$ cat src/rtl/subtractor_pkg.sv
// Shared state type and default width for the bit-serial subtractor.
package subtractor_pkg;

   typedef enum logic [1:0] {
      IDLE  = 2'd0,
      SHIFT = 2'd1,
      DONE  = 2'd2
   } sub_state_t;

   localparam int SUB_DEFAULT_WIDTH = 4;

endpackage

$ cat src/rtl/serial_subtractor_if.sv
// Operand/result bundle of serial_subtractor; the ovf signal exists only
// when SERIAL_SUBTRACTOR_OVF_EN is defined.
interface serial_subtractor_if #(
   parameter int WIDTH = subtractor_pkg::SUB_DEFAULT_WIDTH
);
   // Handshake: start is accepted on an edge where the block is not busy (IDLE
   // or DONE) and a/b are captured on that edge. busy is high while bits are
   // processed. done pulses for one cycle when diff/borrow become valid. The
   // results then hold until the next result is published.
   logic             start;
   logic [WIDTH-1:0] a;
   logic [WIDTH-1:0] b;
   logic [WIDTH-1:0] diff;
   logic             borrow;
   logic             busy;
   logic             done;
`ifdef SERIAL_SUBTRACTOR_OVF_EN
   logic             ovf;

   modport master (output start, a, b, input diff, borrow, busy, done, ovf);
   modport slave  (input start, a, b, output diff, borrow, busy, done, ovf);
`else
   modport master (output start, a, b, input diff, borrow, busy, done);
   modport slave  (input start, a, b, output diff, borrow, busy, done);
`endif

endinterface

$ cat src/rtl/full_subtractor_cell.sv
// One-bit full subtractor: d = x - y - bin, bout = borrow out.
module full_subtractor_cell (
   input  logic x,
   input  logic y,
   input  logic bin,
   output logic d,
   output logic bout
);

   assign d    = x ^ y ^ bin;
   assign bout = (~x & y) | (~(x ^ y) & bin);

endmodule

$ cat src/rtl/serial_subtractor.sv
// Bit-serial a - b, LSB first, one bit per clock through a single cell.
// Optional signed-overflow output is enabled by SERIAL_SUBTRACTOR_OVF_EN.
module serial_subtractor
   import subtractor_pkg::*;
#(
   parameter int WIDTH = SUB_DEFAULT_WIDTH
) (
   input  logic               clk,
   input  logic               rst,
   serial_subtractor_if.slave bus,
   output sub_state_t         dbg_state
);

   localparam int               CNT_W    = $clog2(WIDTH + 1);
   localparam logic [CNT_W-1:0] LAST_BIT = CNT_W'(WIDTH - 1);

   sub_state_t       state_q, state_d;
   logic [WIDTH-1:0] a_sh_q, a_sh_d;
   logic [WIDTH-1:0] b_sh_q, b_sh_d;
   logic [WIDTH-1:0] res_q, res_d;
   logic [WIDTH-1:0] diff_q, diff_d;
   logic [CNT_W-1:0] cnt_q, cnt_d;
   logic             br_q, br_d;
   logic             borrow_q, borrow_d;
   logic             cell_d, cell_bout;
   logic             accept, last_bit;
   logic [WIDTH-1:0] res_shifted;
`ifdef SERIAL_SUBTRACTOR_OVF_EN
   logic             a_msb_q, a_msb_d;
   logic             b_msb_q, b_msb_d;
   logic             ovf_q, ovf_d;
`endif

   full_subtractor_cell u_cell (
      .x   (a_sh_q[0]),
      .y   (b_sh_q[0]),
      .bin (br_q),
      .d   (cell_d),
      .bout(cell_bout)
   );

   assign accept      = bus.start && ((state_q == IDLE) || (state_q == DONE));
   assign last_bit    = (state_q == SHIFT) && (cnt_q == LAST_BIT);
   assign res_shifted = {cell_d, res_q[WIDTH-1:1]};

   always_ff @(posedge clk) begin
      if (rst) begin
         state_q  <= IDLE;
         a_sh_q   <= '0;
         b_sh_q   <= '0;
         res_q    <= '0;
         diff_q   <= '0;
         cnt_q    <= '0;
         br_q     <= 1'b0;
         borrow_q <= 1'b0;
`ifdef SERIAL_SUBTRACTOR_OVF_EN
         a_msb_q  <= 1'b0;
         b_msb_q  <= 1'b0;
         ovf_q    <= 1'b0;
`endif
      end else begin
         state_q  <= state_d;
         a_sh_q   <= a_sh_d;
         b_sh_q   <= b_sh_d;
         res_q    <= res_d;
         diff_q   <= diff_d;
         cnt_q    <= cnt_d;
         br_q     <= br_d;
         borrow_q <= borrow_d;
`ifdef SERIAL_SUBTRACTOR_OVF_EN
         a_msb_q  <= a_msb_d;
         b_msb_q  <= b_msb_d;
         ovf_q    <= ovf_d;
`endif
      end
   end

   always_comb begin
      state_d = state_q;
      case (state_q)
         IDLE:    if (bus.start) state_d = SHIFT;
         SHIFT:   if (cnt_q == LAST_BIT) state_d = DONE;
         DONE:    state_d = bus.start ? SHIFT : IDLE;
         default: state_d = IDLE;
      endcase
   end

   // Visible results change only on the edge that leaves the last SHIFT cycle.
   always_comb begin
      a_sh_d   = a_sh_q;
      b_sh_d   = b_sh_q;
      res_d    = res_q;
      diff_d   = diff_q;
      cnt_d    = cnt_q;
      br_d     = br_q;
      borrow_d = borrow_q;
`ifdef SERIAL_SUBTRACTOR_OVF_EN
      a_msb_d  = a_msb_q;
      b_msb_d  = b_msb_q;
      ovf_d    = ovf_q;
`endif
      if (accept) begin
         a_sh_d  = bus.a;
         b_sh_d  = bus.b;
         res_d   = '0;
         cnt_d   = '0;
         br_d    = 1'b0;
`ifdef SERIAL_SUBTRACTOR_OVF_EN
         a_msb_d = bus.a[WIDTH-1];
         b_msb_d = bus.b[WIDTH-1];
`endif
      end else if (state_q == SHIFT) begin
         a_sh_d = a_sh_q >> 1;
         b_sh_d = b_sh_q >> 1;
         res_d  = res_shifted;
         cnt_d  = cnt_q + CNT_W'(1);
         br_d   = cell_bout;
         if (last_bit) begin
            diff_d   = res_shifted;
            borrow_d = cell_bout;
`ifdef SERIAL_SUBTRACTOR_OVF_EN
            ovf_d    = (a_msb_q != b_msb_q) && (cell_d != a_msb_q);
`endif
         end
      end
   end

   assign bus.busy   = (state_q == SHIFT);
   assign bus.done   = (state_q == DONE);
   assign bus.diff   = diff_q;
   assign bus.borrow = borrow_q;
`ifdef SERIAL_SUBTRACTOR_OVF_EN
   assign bus.ovf    = ovf_q;
`endif
   assign dbg_state  = state_q;

endmodule

$ cat src/flat_wrapper.sv
// flat-port wrapper written by rule: the top's interface ports become plain ports
module serial_subtractor_flat import subtractor_pkg::*;
#(
   parameter int WIDTH = SUB_DEFAULT_WIDTH
)
  (clk, rst, dbg_state, bus_start, bus_a, bus_b, bus_diff, bus_borrow, bus_busy, bus_done);
  serial_subtractor_if #(.WIDTH(WIDTH)) bus_i ();
  input  logic clk;
  input  logic rst;
  output sub_state_t dbg_state;
  input wire logic [$bits(bus_i.start)-1:0] bus_start;
  input wire logic [$bits(bus_i.a)-1:0] bus_a;
  input wire logic [$bits(bus_i.b)-1:0] bus_b;
  output wire logic [$bits(bus_i.diff)-1:0] bus_diff;
  output wire logic [$bits(bus_i.borrow)-1:0] bus_borrow;
  output wire logic [$bits(bus_i.busy)-1:0] bus_busy;
  output wire logic [$bits(bus_i.done)-1:0] bus_done;
  assign bus_i.start = bus_start;
  assign bus_i.a = bus_a;
  assign bus_i.b = bus_b;
  assign bus_diff = bus_i.diff;
  assign bus_borrow = bus_i.borrow;
  assign bus_busy = bus_i.busy;
  assign bus_done = bus_i.done;
  serial_subtractor #(.WIDTH(WIDTH)) u_core (.clk(clk), .rst(rst), .bus(bus_i), .dbg_state(dbg_state));
endmodule
$ cat config.mk
export PLATFORM = sky130hd
export DESIGN_NAME = serial_subtractor_flat
export DESIGN_NICKNAME = d
export VERILOG_FILES = /design/src/rtl/subtractor_pkg.sv /design/src/rtl/serial_subtractor_if.sv /design/src/rtl/full_subtractor_cell.sv /design/src/rtl/serial_subtractor.sv /design/src/flat_wrapper.sv
export SDC_FILE = /design/constraint.sdc
export NUM_CORES = 1
export LEC_CHECK = 0
export ABC_AREA = 0
export BUFFER_PORTS_ARGS = -buffer_cell sky130_fd_sc_hd__buf_4
export CORE_MARGIN = 2
export CORE_UTILIZATION = 30
export DETAILED_ROUTE_END_ITERATION = 6
export PLACE_DENSITY = 0.45
export SLEW_MARGIN = 20
export SYNTH_ARGS = -nofsm -noshare
export SYNTH_HDL_FRONTEND = slang
export SYNTH_HIERARCHICAL = 1
export SYNTH_SLANG_ARGS = --single-unit
$ cat constraint.sdc
create_clock -name clk -period 1.4 [get_ports clk]
set_input_delay 0.42 -clock clk [delete_from_list [all_inputs] [get_ports clk]]
set_output_delay 0.42 -clock clk [all_outputs]
set_load 0.005 [all_outputs]
==> impl_results.md, run 1 <==
- Outcome: complete, but fails checks
- Failing checks: negative setup slack
- Top_reg_cell synth: dfxtp_1
- Fin util: between 40% and 50%
- Vias/cell: 4.86
- Ports: 20
- Antenna violations before repair: 0
- First-pass GRT wire length: approximately 3.3 mm
- Kind of critical path: reg -> out
- Worst Path Buf+Inv: 2
- Asr flop ratio synth: 0%
- Critical Path Start Type: register
- DR DRC count: 0
- Post-placement cell area: roughly 1100 um^2
- Synth cell types: 25
- Post-route cell area: roughly 1200 um^2
- Vias: about 770
- Row cnt: 19
- Adder-Cell Fraction of Synth Area: 4.96%
- Max Root-Sink Buffers: 2
- Fin worst setup slack: -46.4 ps
- Clock sinks: 22
- Syn nets: about 120
- RSZ-0062 raised after global routing: true
- CP max FO: 3
- Vias in the first global route: around 750
- CP Cell Sequence: buf_6, and2b_1, buf_6
- Clock Skews: between 5 and 6 ps
- Crit path launch: u_core/dbg_state[1]$_SDFFE_PP0P_
- Worst-Margin Slew: between 200 and 250 ps
- Hold WS: between 300 and 400 ps
- Cell Area, Synth: 908 um^2
- RR Startpoint: u_core/b_sh_q[0]$_SDFFE_PP0P_
- Final Max Slew Viols: 0
- Peak supply drop: between 0.0003 and 0.0004 V
- Fin crit share: 103%
- Xor and xnor area share after synthesis: less than 1%
- Kind of cell adding the most delay to the critical path: flip-flops
- Max stage delay on crit path: approximately 350 ps
- Place WS: 151 ps
- Setup Viol. Count Final: 2
- Clock Latency Late Sink: about 300 ps
- Yosys synthesis warning count: 6
- Pwr dens: about 1100 nW/um^2
- TritonCTS clock tree: yes
- Nets@finish: ~140
- Simple-gate portion of the synthesized area: 23.3%
- Largest family of logic cells by synthesized area: simple AND/OR/NAND/NOR gates
- DP Wirelength: about 1.4 mm
- Post-synthesis sequential area ratio: 48.5%
- Layout cells sized above 1: roughly 30%
- Most used cell, CP: buf_6
- DR iter-0 viols: 6
- Overall Global Routing Usage: between 10 and 15%
- H-tree Lvls: 1
- Final ANT Viol Nets: 0
- Achievable Freq: 0.691 GHz
- Worst Hold Launch: rst
- Initial Utilization: 32.4%
- Synth top area share: 48.5%
- Total CTS buffers: 3
- Grt total ovfl: 0
- Clk slew on worst S/H paths: 130 ps
- Top cells by area, synth: dfxtp_1 48%, nand2_1 7.9%, a21oi_1 5.5%
- Chip width: slightly below 60 um
- Synthesis-to-layout area growth: 30.3%
- Die area: approximately 3500 um^2
- Most common cell after layout, fill and taps aside: buf_4
- Core area: roughly 2800 um^2
- Clk root buf: clkbuf_4
- Leakage power: approximately 0.47 nW
- Mux contribution to synthesized area: ~2.2%
- Post-Synthesis Cells: 104
- Commonest cells after routing, fill and taps aside: 23 x buf_4, 20 x dfxtp_1, 19 x nand2_1, 10 x a21oi_1, 10 x nor3_1
- Post-synth EDFFs: 0
- Largest net degree at the start of global routing: 17
- Synth Area in Compound Gates: about 12%
- Final Hold Fails: 0
- WP data arrival: a little over 1000 ps
- Drt wl/cell: approximately 12 um
- Die height: approximately 60 um
- Post-synth top area cell: dfxtp_1
- Mean Syn Cell Area: between 8 and 9 um^2
- Critical path's slowest cell: dfxtp_2
- CP required: a little under 1000 ps
- Min-Delay Path Class: in -> reg
- Worst slew margin: 85.1%
- Final min period: between 1000 and 1500 ps
- Maxcap violations: 0
- Worst setup EP type: primary output
- Synth Register Bits: 22
- Routability cong.: 0.676
- ANT cells: 0
- Drt first pass iters: 2
- Aggregate routed wire length: about 1.9 mm
- PortBufs: 19
## cells in the mapped netlist, types with 2 or more instances
library cell   n
buf_2          2
buf_4          2
nor3_1        10
ha_1           2
nor2_1         6
mux2i_1        2
nand3_1        5
a21oi_1       10
nand2_1       19
nand2b_1       2
o22ai_1        4
inv_1          4
a311oi_1       2
buf_6          2
dfxtp_1       22
## flip-flops by register name (all words and copies together), names as in the netlist
register and flops:
u_core/bus.borrow 1, u_core/cnt_q 3, u_core/bus.diff 4, u_core/dbg_state 2, u_core/br_q 1, u_core/b_sh_q 4, u_core/res_q 3, u_core/a_sh_q 4
## path summary, 6_finish.rpt
check	endpoint	slack (ps)	cells after the start
max	bus_done	-50	3
max reg2reg	u_core/bus.diff[3]$_SDFFE_PP0P_	180	4
min	u_core/dbg_state[0]$_SDFFE_PP0P_	380	2
min reg2reg	u_core/bus.diff[2]$_SDFFE_PP0P_	460	2
## layer usage
layer | part of all wire (%) | vias to the layer above | track usage [%]
met1 | 46 | 355 | 15.8
met4 | 0.67 | 0 | 4.87
li1 | - | 401 | -
met5 | 0 | - | 0
met2 | 50 | 14 | 21.3
met3 | 3.3 | 2 | 2.62
## layout make-up
type | instances | area, um^2
Clock buffer | 3 | 22.5
Timing Repair Buffer | 27 | 218
Sequential cell | 22 | 445
Fill cell | 298 | 1620
Inverter | 5 | 21.3
Multi-Input combinational cell | 70 | 408
Clock inverter | 1 | 30.0
Tap cell | 31 | 38.8
## power by group
part           switching [W]  internal (W)  leakage, nW
sequential         0.0000195      0.000655        0.181
clock               0.000198      0.000289       0.0279
combinational      0.0000919     0.0000863        0.266
total               0.000309       0.00103        0.475
## through the flow
step                      power, W  setup TNS (ps)  cells
after global placement    0.000856               0    153
after detailed placement  0.000857               0    153
after CTS                  0.00136            -125    159
after global routing       0.00141            -185    159
final                      0.00134           -55.2    159
after floorplan           0.000806               0    104
## logic make-up (layout without fill, tap and decap cells)
family | after synthesis | in the layout
buffers and inverters | 12 | 36
XOR/XNOR | 1 | 1
adder cells (fa/ha/maj) | 3 | 3
flip-flops | 22 | 22
AND/OR/NAND/NOR | 46 | 46
multiplexers | 2 | 2
AO/OA/AOI/OAI | 18 | 18
## what timing repair did
action	CTS	global route
hold buffers	0	0
pin swaps	0	1
buffers inserted	2	0
resized for setup	4	6
setup endpoints to repair	2	5
hold endpoints to repair	0	0
(Power assumes the default switching activity.)
==> run 2: changes to the inputs <==
--- a/config.mk
+++ b/config.mk
@@ -7,7 +7,7 @@
 export LEC_CHECK = 0
 export ABC_AREA = 0
 export BUFFER_PORTS_ARGS = -buffer_cell sky130_fd_sc_hd__buf_4
-export CORE_MARGIN = 2
+export CORE_MARGIN = 10
 export CORE_UTILIZATION = 30
 export DETAILED_ROUTE_END_ITERATION = 6
 export PLACE_DENSITY = 0.45
==> constraint.sdc (replaced) <==
create_clock -name clk -period 1.4 [get_ports clk]
set_input_delay 0 -clock clk [delete_from_list [all_inputs] [get_ports clk]]
set_output_delay 0 -clock clk [all_outputs]
set_load 0.005 [all_outputs]
==> run 2 against run 1 <==
Against the previous run:
- largest cell class unchanged
- clock-buffer cell count unchanged
- non-clock buffer count up 5
- die area up 62%
- cell area up 1.1%
- sequential share of layout area down 0.81 points
- sequential power about the same
- wire length up 3.0%
- global-route usage down 4.8 points
- utilization up 0.088 points
- register-to-register slack worse by 30 ps
- cell count up 2.5%
- the run now ends clean
- first-iteration DRC count rose to 6.2 times the previous value
==> impl_results.md, run 2 (synthesis results as in run 1) <==
- Seq. cell area: 440 um^2
- Row cnt: 19
- Wire length on met3: approximately 140 um
- Overall Global Routing Usage: under 10%
- WP data arrival: about 1500 ps
- Final min period: around 1300 ps
- Vias in the first global route: 776
- Critical Path Start Type: register
- Setup TNS: 0 ps
- TritonCTS clock tree: yes
- DR iter-0 viols: 37
- Drt first pass iters: 4
- Vias: ~810
- Fillers: approximately 290
- Clock sinks: 22
- Fin crit share: 89.4%
- Die area: 5630 um^2
- Chip width: 75.0 um
- Worst setup EP type: register
- ANT cells: 0
- Highest metal used: met4
- Met1 wire length: 913 um
- H-tree Lvls: 1
- Ports: 20
- Clock Skews: around 7 ps
- CP max FO: 7
- Max Root-Sink Buffers: 2
- RSZ-0062 raised after global routing: false
- Commonest cells after routing, fill and taps aside: 22 x buf_4, 22 x dfxtp_1, 19 x nand2_1, 10 x a21oi_1, 10 x nor3_1
- Multi-input logic area: around 400 um^2
- Initial Utilization: roughly a third
- First-pass GRT wire length: 3.42 mm
- Clk root buf: clkbuf_4
- Total CTS buffers: 3
- Fin util: approximately 42%
- Worst-Margin Slew: around 230 ps
- Synthesis-to-layout area growth: 31.7%
- Nets@finish: about 150
- Final Hold Fails: 0
- Clock Latency Late Sink: between 300 and 400 ps
- Antenna violations before repair: 0
- CP Cell Sequence: ha_1, ha_2, nand3b_1, nand2_1, a21oi_1
- Largest net degree at the start of global routing: 17
- Leakage power: between 0.4 and 0.5 nW
- Max stage delay on crit path: roughly 370 ps
- Critical path's slowest cell: dfxtp_1
- Met2 WL post-DR: around 900 um
- Min-Delay Path Class: in -> reg
- DR DRC count: 0
- Layout cells sized above 1: ~23%
- Worst slew margin: approximately 85%
- Final Max Slew Viols: 0
- Aggregate routed wire length: between 1.5 and 2 mm
- Worst Path Buf+Inv: 0
- Vias/cell: between 4 and 5
- Kind of cell adding the most delay to the critical path: adder cells
- Final ANT Viol Nets: 0
- Grt total ovfl: 0
- Outcome: completed
- Peak supply drop: 0.000373 V
- Setup Viol. Count Final: 0
- Drt wl/cell: between 10 and 15 um
- CP required: around 1600 ps
- Maxcap violations: 0
- Pwr dens: between 900 and 1000 nW/um^2
- DP Wirelength: ~1.4 mm
- PortBufs: 19
- Core area: 2830 um^2
- Clk slew on worst S/H paths: 120 ps
- Achievable Freq: between 0.7 and 0.8 GHz
- Kind of critical path: reg -> reg
- Die height: around 75 um
- Routability cong.: 0.678
## run 2: changes by cell type in the layout (fill, tap and decap cells not counted), sizes merged
| cell | previous run | this run |
|---|---|---|
| dlygate4sd3 | 0 | 9 |
| buf | 27 | 23 |
| bufinv | 1 | 0 |
## run 2: what timing repair did
item	CTS	global route
hold endpoints to repair	15	1
hold buffers	8	1
resized for setup	0	1
setup endpoints to repair	0	5
buffers inserted	0	0
## run 2: routing by layer
metal / track usage (%) / vias up
met5: 0 / -
met4: 5.04 / 0
met3: 2.76 / 4
met2: 12.9 / 18
met1: 8.47 / 379
li1: - / 407
## run 2: final cells by class
| class | instances | share of cell area [%] |
|---|---|---|
| clock buffer | 3 | 1.88 |
| timing repair buffer | 32 | 23.0 |
| inverter | 5 | 1.57 |
| tap | 31 | 3.24 |
| sequential | 22 | 36.8 |
| multi-input combinational | 70 | 33.5 |
## run 2: tightest hold or removal path: cells and delay by family
kind            cells  cell delay, ps
buf+inv             1              80
compound gates      1             130
simple gates        2             170
## run 2: worst paths after layout
kind | start | endpoint | cells past startpoint | slack (ps)
worst max-delay path | u_core/cnt_q[0]$_SDFFE_PP0N_ | u_core/bus.diff[3]$_SDFFE_PP0P_ | 5 | 150
worst min-delay path | bus_start | u_core/dbg_state[0]$_SDFFE_PP0P_ | 4 | 100
worst max register to register | u_core/cnt_q[0]$_SDFFE_PP0N_ | u_core/bus.diff[3]$_SDFFE_PP0P_ | 5 | 150
worst min register to register | u_core/bus.diff[2]$_SDFFE_PP0P_ | u_core/bus.diff[2]$_SDFFE_PP0P_ | 2 | 460
## run 2: stage by stage
step | setup WS, ps | power [W] | cell area, um^2 | std cells | hold slack, ps
2_1_floorplan | 240 | 0.000806 | 908 | 104 | 181
3_3_place_gp | 153 | 0.000863 | 1080 | 151 | 286
3_5_place_dp | 99.4 | 0.000863 | 1080 | 151 | 295
4_1_cts | 87.0 | 0.00117 | 1180 | 162 | 1.18
5_1_grt | 23.8 | 0.00123 | 1200 | 163 | 141
6_report | 149 | 0.00116 | 1200 | 163 | 103
## run 2: power breakdown
part           switching, W  internal, W  total [W]
combinational     0.0000932     0.000102   0.000195
clock              0.000188     0.000100   0.000288
sequential        0.0000180     0.000655   0.000673
total              0.000299     0.000857    0.00116
==> run 3: changes to the inputs <==
--- a/config.mk
+++ b/config.mk
@@ -7,10 +7,13 @@
 export LEC_CHECK = 0
 export ABC_AREA = 0
 export BUFFER_PORTS_ARGS = -buffer_cell sky130_fd_sc_hd__buf_4
+export CELL_PAD_IN_SITES_DETAIL_PLACEMENT = 0
+export CELL_PAD_IN_SITES_GLOBAL_PLACEMENT = 1
 export CORE_MARGIN = 10
 export CORE_UTILIZATION = 30
+export CTS_CLUSTER_DIAMETER = 100
 export DETAILED_ROUTE_END_ITERATION = 6
-export PLACE_DENSITY = 0.45
+export PLACE_DENSITY = 0.58
 export SLEW_MARGIN = 20
 export SYNTH_ARGS = -nofsm -noshare
 export SYNTH_HDL_FRONTEND = slang
==> run 3 against run 2 <==
Against the previous run:
- fmax shrank 0.80%
- combinational power about the same
- cell count grew 0.61%
- die area did not move
- critical path depth shrank 1
- worst hold slack lost 7.2 ps
- setup slack got worse by 10 ps
- critical path type is now reg -> out
- critical endpoint is now bus_busy
==> impl_results.md, run 3 (synthesis results as in run 1) <==
- WP data arrival: 1260 ps
- Max Root-Sink Buffers: 2
- Drt first pass iters: 4
- Pwr dens: around 950 nW/um^2
- Die area: 5630 um^2
- CP Cell Sequence: nand2b_4, clkinv_4, buf_4, buf_4
- Row cnt: 19
- DP Wirelength: approximately 1.4 mm
- Kind of critical path: reg -> out
- Hold Path Sink: u_core/dbg_state[0]$_SDFFE_PP0P_
- Maxcap violations: 0
- TritonCTS clock tree: yes
- Worst Reg-to-Reg Cells: 5
- Aggregate routed wire length: between 2 and 2.5 mm
- Worst setup EP type: primary output
- FF-to-FF setup slack: 140 ps
- Grt total ovfl: 0
- Total CTS buffers: 3
- Clk root buf: clkbuf_4
- Most used cell, CP: buf_4
- DR iter-0 viols: 27
- Achievable Freq: just under 0.8 GHz
- Fin crit share: about 90%
- Vias: between 700 and 800
- Max stage delay on crit path: 390 ps
- Leakage power: 0.477 nW
- Final Max Slew Viols: 0
- Critical path's slowest cell: dfxtp_1
- Routability cong.: ~0.69
- Worst Hold Launch: bus_start
- Chip width: ~75 um
- Setup Viol. Count Final: 0
- Critical Path Start Type: register
- Clock Latency Late Sink: ~300 ps
- FF-to-FF End: u_core/bus.diff[3]$_SDFFE_PP0P_
- Setup Buffers After CTS: 0
- H-tree Lvls: 1
- Clock Skews: just over 2 ps
- Min-Delay Path Class: in -> reg
- RR Startpoint: u_core/cnt_q[0]$_SDFFE_PP0N_
- Vias in the first global route: between 700 and 800
- Worst slew margin: 84.6%
- Clock sinks: 22
- CP required: approximately 1400 ps
- Largest net degree at the start of global routing: 21
- Setup TNS: 0 ps
- First-pass GRT wire length: about 3.4 mm
- Final Hold Fails: 0
- DR DRC count: 0
- Fin worst setup slack: 139 ps
- Ports: 20
- Outcome: completed
- Place WS: ~90 ps
- Most common cell after layout, fill and taps aside: buf_4
- Final ANT Viol Nets: 0
- Post-placement cell area: between 1000 and 1500 um^2
- Hold Path Depth: 4
- Synthesis-to-layout area growth: 32.2%
- Vias/cell: between 4 and 5
- Antenna violations before repair: 0
- Core area: between 2000 and 3000 um^2
- Worst-Margin Slew: around 230 ps
- Final min period: roughly 1300 ps
- Drt wl/cell: roughly 13 um
- Nets@finish: 149
- Die height: between 70 and 80 um
- ANT cells: 0
- Peak supply drop: between 0.0004 and 0.0005 V
- CP max FO: 10
- Post-route cell area: approximately 1200 um^2
- Commonest cells after routing, fill and taps aside: 23 x buf_4, 22 x dfxtp_1, 19 x nand2_1, 10 x a21oi_1, 10 x nor3_1
- Layout cells sized above 1: 24.1%
- RSZ-0062 raised after global routing: false
- Clk slew on worst S/H paths: about 110 ps
- Fin util: between 40% and 50%
- Initial Utilization: approximately a third
- Overall Global Routing Usage: slightly below 8%
- PortBufs: 19
==> run 3: changes by cell type in the layout (fill, tap and decap cells not counted), sizes merged <==
cell / delta
clkinv: +2
inv: -1
==> run 3: worst max-delay path by stage <==
stage	end	cells after the start	from	slack [ps]
floorplan	u_core/bus.borrow$_SDFFE_PP0P_	5	u_core/cnt_q[0]$_SDFFE_PP0N_	240
CTS	bus_busy	4	u_core/dbg_state[0]$_SDFFE_PP0P_	50
detailed placement	u_core/bus.borrow$_SDFFE_PP0P_	5	u_core/cnt_q[0]$_SDFFE_PP0N_	90
finish	bus_busy	4	u_core/dbg_state[1]$_SDFFE_PP0P_	140
global route	u_core/bus.diff[2]$_SDFFE_PP0P_	5	u_core/cnt_q[0]$_SDFFE_PP0N_	10
global placement	u_core/a_sh_q[2]$_SDFFE_PP0P_	4	u_core/dbg_state[0]$_SDFFE_PP0P_	130
==> run 3: metrics by stage <==
| step | hold slack [ps] | instances | total power [W] |
|---|---|---|---|
| 5_1_grt | 128 | 164 | 0.00123 |
| 3_5_place_dp | 295 | 151 | 0.000857 |
| 6_report | 95.6 | 164 | 0.00115 |
| 2_1_floorplan | 181 | 104 | 0.000806 |
| 4_1_cts | 79.9 | 163 | 0.00117 |
| 3_3_place_gp | 290 | 151 | 0.000855 |
==> run 3: final cells by class <==
class / instances / area, um^2
Sequential cell: 22 / 440
Multi-Input combinational cell: 70 / 408
Clock buffer: 3 / 22.5
Fill cell: 302 / 1630
Inverter: 5 / 23.8
Timing Repair inverter: 1 / 5.00
Tap cell: 31 / 38.8
Timing Repair Buffer: 32 / 263
==> run 3: critical path, delay by kind of cell, from the launching register on <==
| family | cells | cell delay, ps |
|---|---|---|
| DFF | 1 | 390 |
| buffers and inverters | 3 | 400 |
| and+or+nand+nor | 1 | 180 |
==> run 3: repair_timing <==
action | CTS | global route
hold buffers | 9 | 0
cloned | 0 | 1
resized for setup | 1 | 4
endpoints found under the setup margin | 1 | 6
pin swaps | 0 | 1
endpoints found under the hold margin | 15 | 0
==> run 3: per-layer routing <==
metal	global-route usage [%]	up-vias	wire, um	part of all wire, %
li1	-	409	-	-
met1	8.79	371	939	45
met2	13.0	16	998	48
met3	2.37	2	115	5.6
met4	4.41	0	14	0.68
met5	0	-	0	0
==> run 3: power breakdown <==
part | total (W) | leakage, nW | internal (W) | switching (W)
Clock | 0.000277 | 0.0138 | 0.000100 | 0.000177
Combinational | 0.000194 | 0.284 | 0.0000983 | 0.0000955
Sequential | 0.000675 | 0.179 | 0.000655 | 0.0000194
Total | 0.00115 | 0.477 | 0.000854 | 0.000292
